===== src/rtl/dmem_arbiter.sv =====
// Two-port round-robin arbiter and sequencer for the single-port data memory.
// Port 0 is the core load/store path, port 1 is the debug/DMA loader.
module dmem_arbiter #(
  parameter int ADDR_W      = 32,
  parameter int DATA_W      = 32,
  parameter int WAIT_CYCLES = 1
) (
  input  logic              clk,
  input  logic              reset,
  input  logic              m0_req,
  input  logic              m0_we,
  input  logic [ADDR_W-1:0] m0_addr,
  input  logic [DATA_W-1:0] m0_wdata,
  output logic              m0_ack,
  output logic [DATA_W-1:0] m0_rdata,
  input  logic              m1_req,
  input  logic              m1_we,
  input  logic [ADDR_W-1:0] m1_addr,
  input  logic [DATA_W-1:0] m1_wdata,
  output logic              m1_ack,
  output logic [DATA_W-1:0] m1_rdata,
  output logic              dm_read,
  output logic              dm_write,
  output logic [ADDR_W-1:0] addr,
  output logic [DATA_W-1:0] wdata,
  input  logic [DATA_W-1:0] rdata,
  output logic              busy,
  output logic              grant
);

  typedef enum logic [1:0] {
    IDLE,
    ACCESS,
    RESP
  } state_t;

  localparam logic [3:0] WAIT_INIT = 4'(WAIT_CYCLES - 1);

  state_t            state;
  state_t            state_n;
  logic              prio;
  logic              prio_n;
  logic              grant_q;
  logic              grant_n;
  logic [3:0]        cnt;
  logic [3:0]        cnt_n;
  logic              load;
  logic              cap;
  logic              sel;
  logic              we_l;
  logic [ADDR_W-1:0] addr_l;
  logic [DATA_W-1:0] wdata_l;
  logic [DATA_W-1:0] rdata0_q;
  logic [DATA_W-1:0] rdata1_q;

  // Contention goes to prio; a lone requester always wins.
  assign sel = (m0_req && m1_req) ? prio : m1_req;

  // Control state and round-robin pointer registers.
  always_ff @(posedge clk) begin
    if (reset) begin
      state   <= IDLE;
      prio    <= 1'b0;
      grant_q <= 1'b0;
      cnt     <= 4'd0;
    end else begin
      state   <= state_n;
      prio    <= prio_n;
      grant_q <= grant_n;
      cnt     <= cnt_n;
    end
  end

  // Next-state, pointer update, command latch and read-capture strobes.
  always_comb begin
    state_n = state;
    prio_n  = prio;
    grant_n = grant_q;
    cnt_n   = cnt;
    load    = 1'b0;
    cap     = 1'b0;
    unique case (state)
      IDLE: begin
        if (m0_req || m1_req) begin
          grant_n = sel;
          prio_n  = ~sel;
          cnt_n   = WAIT_INIT;
          load    = 1'b1;
          state_n = ACCESS;
        end
      end
      ACCESS: begin
        if (cnt == 4'd0) begin
          cap     = ~we_l;
          state_n = RESP;
        end else begin
          cnt_n = cnt - 4'd1;
        end
      end
      RESP: begin
        state_n = IDLE;
      end
      default: begin
        state_n = IDLE;
      end
    endcase
  end

  // Latch the granted port's command for the whole access.
  always_ff @(posedge clk) begin
    if (reset) begin
      we_l    <= 1'b0;
      addr_l  <= '0;
      wdata_l <= '0;
    end else if (load) begin
      we_l    <= sel ? m1_we    : m0_we;
      addr_l  <= sel ? m1_addr  : m0_addr;
      wdata_l <= sel ? m1_wdata : m0_wdata;
    end
  end

  // Per-port read data, updated only by that port's completed reads.
  always_ff @(posedge clk) begin
    if (reset) begin
      rdata0_q <= '0;
      rdata1_q <= '0;
    end else if (cap) begin
      if (grant_q) begin
        rdata1_q <= rdata;
      end else begin
        rdata0_q <= rdata;
      end
    end
  end

  // Memory command is live only in ACCESS; everything else idles at 0.
  always_comb begin
    dm_read  = 1'b0;
    dm_write = 1'b0;
    addr     = '0;
    wdata    = '0;
    if (state == ACCESS) begin
      dm_read  = ~we_l;
      dm_write = we_l;
      addr     = addr_l;
      wdata    = wdata_l;
    end
  end

  assign m0_ack   = (state == RESP) && !grant_q;
  assign m1_ack   = (state == RESP) && grant_q;
  assign m0_rdata = rdata0_q;
  assign m1_rdata = rdata1_q;
  assign busy     = (state != IDLE);
  assign grant    = grant_q;

endmodule


===== config.mk =====
export PLATFORM = sky130hd
export DESIGN_NAME = dmem_arbiter
export DESIGN_NICKNAME = d
export VERILOG_FILES = /design/src/rtl/dmem_arbiter.sv
export SDC_FILE = /design/constraint.sdc
export NUM_CORES = 1
export LEC_CHECK = 0
export ABC_AREA = 1
export CAP_MARGIN = 20
export CORE_ASPECT_RATIO = 0.8
export CORE_UTILIZATION = 45
export CTS_CLUSTER_DIAMETER = 150
export CTS_CLUSTER_SIZE = 16
export DETAILED_ROUTE_END_ITERATION = 6
export GPL_TIMING_DRIVEN = 0
export MAX_ROUTING_LAYER = met4
export PLACE_DENSITY = 0.83
export SYNTH_ARGS = -nofsm -noshare
export SYNTH_HDL_FRONTEND = slang
export SYNTH_SLANG_ARGS = --single-unit
export TNS_END_PERCENT = 100

===== constraint.sdc =====
create_clock -name clk -period 4.2 [get_ports clk]
set_clock_uncertainty 0.05 [all_clocks]
set_input_delay 0.42 -clock clk [delete_from_list [all_inputs] [get_ports clk]]
set_output_delay 0.42 -clock clk [all_outputs]
set_load 0.02 [all_outputs]

After elaboration in Yosys (flattened, before gate mapping)
Index checks and enable logic that the tools add are counted.
Widths: inputs -> output; s select.
{"block": "totals", "output_inout_bits": 134, "reg_bits": 137, "in_bits": 166, "elab_cells": 50}
{"block": "classes", "add_sub_neg": 1, "eq_ne": 5, "mux": 18, "bitwise": 3, "reduce_logical": 14}
{"cell": "$mux 32", "count": 4}
{"cell": "$mux 1", "count": 8}
{"cell": "$mux 4", "count": 2}
{"cell": "$pmux 4 s2", "count": 1}
{"cell": "$reduce_and 2->1", "count": 4}
{"cell": "$ne 2x2->1 const B", "count": 3}
{"cell": "$logic_not 4->1", "count": 1}
{"cell": "$mux 2", "count": 2}
{"cell": "$pmux 2 s2", "count": 1}
{"cell": "$reduce_bool 2->1", "count": 2}
{"cell": "$sub 4x1->4 const B", "count": 1}
{"cell": "$logic_and 1x1->1", "count": 3}
{"cell": "$not 1->1", "count": 3}
{"cell": "$reduce_and 3->1", "count": 1}
{"cell": "$eq 2x1->1 const B", "count": 1}
{"cell": "$eq 2x2->1 const B", "count": 1}
{"cell": "$logic_not 2->1", "count": 1}
{"cell": "$logic_not 1->1", "count": 1}
{"cell": "$logic_or 1x1->1", "count": 1}

Longest topological paths before layout
Gate-level depths: netlist of run 1.
{"block": "logic_depth", "depth_word": 4, "ltp_mapped": 9, "mapped_depth_nobuf": 8}

Worst setup path after synthesis of run 1
OpenSTA, ideal clock, no wires.
{"block": "synth_path", "path_type": "register to output", "startpoint": "register grant_q (netlist: grant)", "endpoint": "output port m1_ack", "arrival_time_ns": 1.461, "path_slack_ns": 2.269, "required_time_ns": 3.730, "path_stages_with_launch": 5, "path_cell_list": "dfxtp_1 inv_1 clkbuf_1 buf_1 nor3_1"}
{"block": "synth_via", "elab_chain_cells": 1}
{"element": "start: declaration", "line_no": "43", "source": "logic grant_q;"}
{"element": "start signal: assignment", "line_no": "69", "source": "grant_q <= grant_n;"}
{"element": "$logic_and 1x1->1", "line_no": "151", "source": "assign m1_ack = (state == RESP) && grant_q;"}
{"element": "end: declaration", "line_no": "20", "source": "output logic m1_ack,"}
No other way between the ends.

Final worst setup path of run 1
{"block": "layout_path", "startpoint": "register state[0]", "endpoint": "output port addr[24]"}
{"block": "layout_via", "elab_chain_cells": 2}
{"element": "start: declaration", "line_no": "39", "source": "state_t state;"}
{"element": "start signal: assignment", "line_no": "67", "source": "state <= state_n;"}
{"element": "$eq 2x1->1", "line_no": "142", "source": "if (state == ACCESS) begin"}
{"element": "$mux 32", "line_no": "142"}
{"element": "end: declaration", "line_no": "24", "source": "output logic [ADDR_W-1:0] addr,"}
No other way between the ends.

==> impl_metrics.py, run 1 <==
metrics = {
    "status": {
        "outcome": "finished clean",
    },
    "cells_and_area": {
        "leading_cell_type_in_the_layout_fill_and_taps_excluded": "clkdlybuf4s50_1",
        "final_nets": 1472,
        "num-fill-cells": 1177,
        "post_route_cells_drive_above_1_share_pct": 6.682,
        "most-common-layout-cells": "clkdlybuf4s50_1, nand2_1, nand3_1, dfxtp_1, nor2_1",
        "fin_area_sq_um": 10330,
        "post_synthesis_to_final_layout_area_growth_pct": 58.51,
        "fin_cells": 1498,
    },
    "route": {
        "post-route-drc-count": 0,
        "dr.pass1.iters": 7,
        "antenna_left": 0,
        "vias": 7631,
        "drt_iter0_drc": 617,
        "routed_wl_mm": 23.81,
        "routed_len_inst_um": 15.89,
        "drt-vias-per-instance": 5.094,
    },
    "die": {
        "die_w_um": 136.5,
        "die-height_um": 109.6,
        "core_area_sq_um": 13840,
        "num_io_pins": 300,
        "initial_cell_density_of_the_core_pct": 47.10,
        "rows": 38,
        "floorplan.die_area_sq_um": 14970,
    },
    "place": {
        "dp_hpwl_mm": 18.28,
        "gpl.final_weighted_congestion": 0.9375,
        "place.port_buffers": 298,
        "post_dp_cell_area_sq_um": 9724,
        "place_inst": 1465,
    },
    "worst_setup_path": {
        "worst-endpoint-required_ns": 3.73,
        "critical_path.reg2reg.endpoint": "m0_rdata[13]$_SDFFE_PP0P_",
        "cp-end-kind": "output port",
        "critPathLaunchType": "register",
        "worst-r2r-cell-count": 5,
        "worst_path_maximum_fanout": 10,
        "critPathKind": "reg2out",
        "worst-endpoint-arrival_ns": 2.56,
        "worst_case_register_to_register_setup_slack_ns": 2.50,
        "reg2reg_from": "grant$_SDFFE_PP0P_",
    },
    "cts": {
        "clkSlewWorstSetupHoldPaths_ns": 0.06,
        "ctsHoldBuffers": 0,
        "number_of_buffers_between_clock_root_and_the_deepest_sink": 2,
        "worst_skew_pair.late_latency_ns": 0.42,
        "cts_num_sinks": 137,
        "cts_root_buf": "clkbuf_16",
        "postCtsResizedCells": 0,
        "tritoncts": "done",
        "numCtsBuffers": 17,
        "post_cts.repair.setup_buffers": 0,
        "cts.htree.levels": 4,
    },
    "hold_path": {
        "min-delay-start": "reset",
        "hp-class": "in2reg",
        "timing.hold.worst_path_depth": 2,
        "min_to": "cnt[1]$_SDFFE_PP0P_",
    },
    "grt": {
        "globalRouteTotalUtil_pct": 33.52,
        "grt_start_max_net_pins": 17,
        "initial_antenna_violation_count": 1,
        "globalRoute.totalOverflow": 0,
        "first_pass_grt_wire_length_mm": 36.40,
        "first_global_vias": 7185,
    },
    "sta": {
        "unrepaired_setup_endpoints_after_global_routing": "false",
        "max_clock_freq_mhz": 330.4,
        "worst-slew-pin-transition_ns": 0.7342,
        "report.final.slew_viol_count": 0,
        "timing.final.setup_violations": 0,
        "min_period_ns": 3.026,
        "worst_slew_margin_rel_pct": 51.05,
        "final-hold-violation-count": 0,
        "timing.final.crit_share_pct": 72.05,
        "tns_ns": 0,
    },
    "run": {
        "max_cap_violations": 0,
    },
    "yosys": {
        "synth_sequential_area_ratio_pct": 42.09,
        "syn-cell-area_sq_um": 6516,
        "syn-num-nets": 1155,
        "syn-instance-count": 987,
        "yosys_register_bits": 137,
        "mean_post_synth_cell_area_sq_um": 6.602,
        "post_synth_num_cell_types": 25,
        "ys_warn_count": 0,
    },
    "pwr": {
        "power.static_leakage_nw": 4.444,
        "largest_vdd_supply_drop_mv": 0.3092,
        "power_density_nw_per_um2": 442.3,
    },
}
## cells by family (layout without fill, tap and decap cells)
logic type	after synthesis	count (layout)	synth area share (%)
buffers and inverters	192	522	13.46
AND/OR/NAND/NOR	569	569	37.29
flip-flops	137	137	42.09
AO/OA/AOI/OAI	87	87	6.778
other	0	1	0
adder cells (fa/ha/maj)	2	2	0.3840
## critical path, stage by stage, from the launching register on
cell	delay [ns]
dfxtp_1	0.34
inv_2	0.11
nor2_4	0.05
inv_1	0.10
buf_2	0.26
buf_1	0.60
nor2_1	0.09
clkdlybuf4s50_1	0.59
## power breakdown
group | internal (W) | switching [W] | leakage, nW
clock network | 0.000937 | 0.000603 | 0.291
logic | 0.000624 | 0.000827 | 3.03
registers | 0.00148 | 0.0000982 | 1.12
## metrics by stage
stage / hold slack, ns / util (%) / total power (W) / worst slack (ns)
6_report: 0.3246 / 74.65 / 0.004569 / 1.174
3_3_place_gp: 0.4026 / 70.28 / 0.003004 / 1.622
5_1_grt: 0.3563 / 74.65 / 0.004789 / 1.035
3_5_place_dp: 0.4052 / 70.28 / 0.003031 / 1.620
4_1_cts: 0.3160 / 74.63 / 0.004561 / 1.160
2_1_floorplan: 0.3874 / - / 0.002405 / 2.269
## state kept, by name, summed over array words and instances (netlist names)
register,cells
addr_l,32
m0_rdata,32
m1_rdata,32
wdata_l,32
cnt,4
state,2
grant,1
prio,1
we_l,1
## synth_stat cells, drive strengths merged
cell type / count / area [sq um]
o21bai: 1 / 7.510
nand2: 258 / 983.4
nand3: 165 / 825.8
o22ai: 1 / 6.260
inv: 124 / 465.4
dfxtp: 137 / 2743
nor2: 141 / 584.3
ha: 2 / 25.02
buf: 53 / 355.3
a21oi: 69 / 345.3
clkbuf: 15 / 56.30
a21boi: 1 / 7.510
o21ai: 15 / 75.07
nor3: 5 / 36.29
## routing by layer
metal | track usage, % | vias to the layer above | wire [um]
li1 | - | 3705 | -
met2 | 53.34 | 364 | 11010
met3 | 9.820 | 61 | 2093
met4 | 14.37 | 0 | 859
met5 | - | - | 0
met1 | 39.52 | 3501 | 9845
## area by class of cell
type | instances | area [sq um] | area share, %
Antenna cell | 1 | 2.502 | 0.02423
Buffer | 68 | 411.6 | 3.985
Clock buffer | 18 | 429.2 | 4.155
Clock inverter | 14 | 172.7 | 1.672
Inverter | 124 | 465.4 | 4.506
Multi-Input combinational cell | 658 | 2897 | 28.04
Sequential cell | 137 | 2743 | 26.55
Tap cell | 180 | 225.2 | 2.180
Timing Repair Buffer | 298 | 2983 | 28.88
## worst max-delay path by stage
stage                           from       end
4_1_cts        state[0]$_SDFFE_PP0P_   addr[7]
2_1_floorplan     grant$_SDFFE_PP0P_    m1_ack
3_5_place_dp   state[0]$_SDFFE_PP0P_  addr[24]
5_1_grt        state[0]$_SDFFE_PP0P_  addr[24]
3_3_place_gp   state[0]$_SDFFE_PP0P_  addr[24]
6_report       state[0]$_SDFFE_PP0P_  addr[24]
Power figures use the tool's default switching activity.
==> inputs of run 2 (changes only) <==
CORE_UTILIZATION = 38   (was 45)
PLACE_DENSITY = 0.75   (was 0.83)
clock period = 2.7 ns   (was 4.2 ns; I/O delays follow)
==> impl_metrics.py, run 2 (synthesis results as in run 1) <==
metrics = {
    "cts": {
        "cts_num_sinks": 137,
        "cts.htree.levels": 4,
        "ctsHoldBuffers": 0,
        "numCtsBuffers": 17,
        "worst_skew_pair.late_latency_ns": 0.42,
        "cts_root_buf": "clkbuf_16",
        "number_of_buffers_between_clock_root_and_the_deepest_sink": 2,
        "post_cts.repair.setup_buffers": 0,
        "tritoncts": "done",
        "clkSlewWorstSetupHoldPaths_ns": 0.06,
    },
    "grt": {
        "initial_antenna_violation_count": 0,
        "first_pass_grt_wire_length_mm": 36.09,
        "globalRouteTotalUtil_pct": 27.24,
        "first_global_vias": 7001,
        "globalRoute.totalOverflow": 0,
        "grt_start_max_net_pins": 20,
    },
    "route": {
        "dr.pass1.iters": 6,
        "vias": 7448,
        "antenna_left": 0,
        "routed_wl_mm": 23.04,
        "routed_len_inst_um": 15.01,
        "drt_iter0_drc": 480,
        "post-route-drc-count": 0,
        "drt-vias-per-instance": 4.852,
    },
    "sta": {
        "final-hold-violation-count": 0,
        "timing.final.setup_violations": 0,
        "fin_hold_ws_ns": 0.1763,
        "worst-slew-pin-transition_ns": 0.6768,
        "max_clock_freq_mhz": 383.6,
        "worst_slew_margin_rel_pct": 54.83,
        "tns_ns": 0,
        "report.final.slew_viol_count": 0,
        "min_period_ns": 2.607,
        "timing.final.crit_share_pct": 96.54,
    },
    "pwr": {
        "largest_vdd_supply_drop_mv": 0.4702,
        "power.static_leakage_nw": 5.067,
        "p_total_w": 0.006886,
        "power_density_nw_per_um2": 661.4,
    },
    "worst_setup_path": {
        "cpPeakStageDelay_ns": 0.69,
        "critPathLaunchType": "register",
        "worst_path_maximum_fanout": 10,
        "crit_chain": "inv_2 -> nor2_4 -> inv_1 -> clkbuf_1 -> nor2_1 -> clkdlybuf4s50_1",
        "cp-end-kind": "output port",
        "worst-endpoint-required_ns": 2.38,
        "critPathKind": "reg2out",
        "worst-endpoint-arrival_ns": 2.29,
        "crit_slowest_cell": "clkdlybuf4s50_1",
    },
    "status": {
        "outcome": "finished clean",
    },
    "die": {
        "num_io_pins": 300,
        "die-height_um": 119.1,
        "rows": 42,
        "initial_cell_density_of_the_core_pct": 39.12,
        "die_w_um": 148.4,
        "core_area_sq_um": 16660,
        "floorplan.die_area_sq_um": 17680,
    },
    "cells_and_area": {
        "most-common-layout-cells": "clkdlybuf4s50_1, nand2_1, nand3_1, dfxtp_1, nor2_1",
        "final_core_utilization_pct": 62.50,
        "post_synthesis_to_final_layout_area_growth_pct": 59.77,
        "leading_cell_type_in_the_layout_fill_and_taps_excluded": "clkdlybuf4s50_1",
        "antennaDiodeCount": 0,
        "final_nets": 1470,
        "post_route_cells_drive_above_1_share_pct": 7.224,
    },
    "place": {
        "gpl.final_weighted_congestion": 0.9177,
        "dp_hpwl_mm": 17.93,
        "place.port_buffers": 298,
    },
    "run": {
        "max_cap_violations": 0,
    },
    "hold_path": {
        "hp-class": "in2reg",
    },
}
[run 2: layout make-up]
type                       count  area (sq um)
sequential                   137          2743
multi-input combinational    658          2897
tap                          220         275.3
buffer                        66         411.6
clock buffer                  17         425.4
timing repair buffer         298          3060
clock inverter                15         133.9
inverter                     124         465.4
fill                        1560          6247
[run 2: worst paths after layout]
kind	startpoint	endpoint	slack, ns	depth (start not counted)
worst max-delay path	state[0]$_SDFFE_PP0P_	wdata[17]	0.09	6
worst min-delay path	reset	state[0]$_SDFFE_PP0P_	0.18	2
worst max register to register	grant$_SDFFE_PP0P_	m0_rdata[25]$_SDFFE_PP0P_	0.91	5
worst min register to register	wdata_l[14]$_SDFFE_PP0P_	wdata_l[14]$_SDFFE_PP0P_	0.41	2
[run 2: worst max-delay path: cells and delay by family (launching register included)]
kind	cells	cell delay (ns)
buf+inv	4	1.15
flops	1	0.41
simple gates	2	0.29
[run 2: repair_timing]
item,CTS,global route
setup endpoints to repair,41,40
resized for setup,10,38
pin swaps,0,0
[run 2: stage by stage]
step / setup slack [ns] / instances / instance area [sq um]
after CTS: 0.0003368 / 1536 / 10330
after global placement: 0.1488 / 1505 / 9774
after global routing: -0.0004496 / 1535 / 10410
after detailed placement: 0.1672 / 1505 / 9774
after floorplan: 0.9191 / 987 / 6516
final: 0.09334 / 1535 / 10410
[run 2: per-layer routing]
| layer | GRT usage [%] | wire (um) |
|---|---|---|
| met5 | - | 0 |
| met4 | 11.53 | 864 |
| met3 | 5.939 | 1709 |
| met2 | 44.25 | 10750 |
| met1 | 32.50 | 9721 |
[run 2: where the power goes]
| group | leakage [nW] | switching, W | internal (W) |
|---|---|---|---|
| Sequential | 1.12 | 0.000152 | 0.00230 |
| Combinational | 3.68 | 0.00125 | 0.000963 |
| Clock | 0.263 | 0.00101 | 0.00121 |
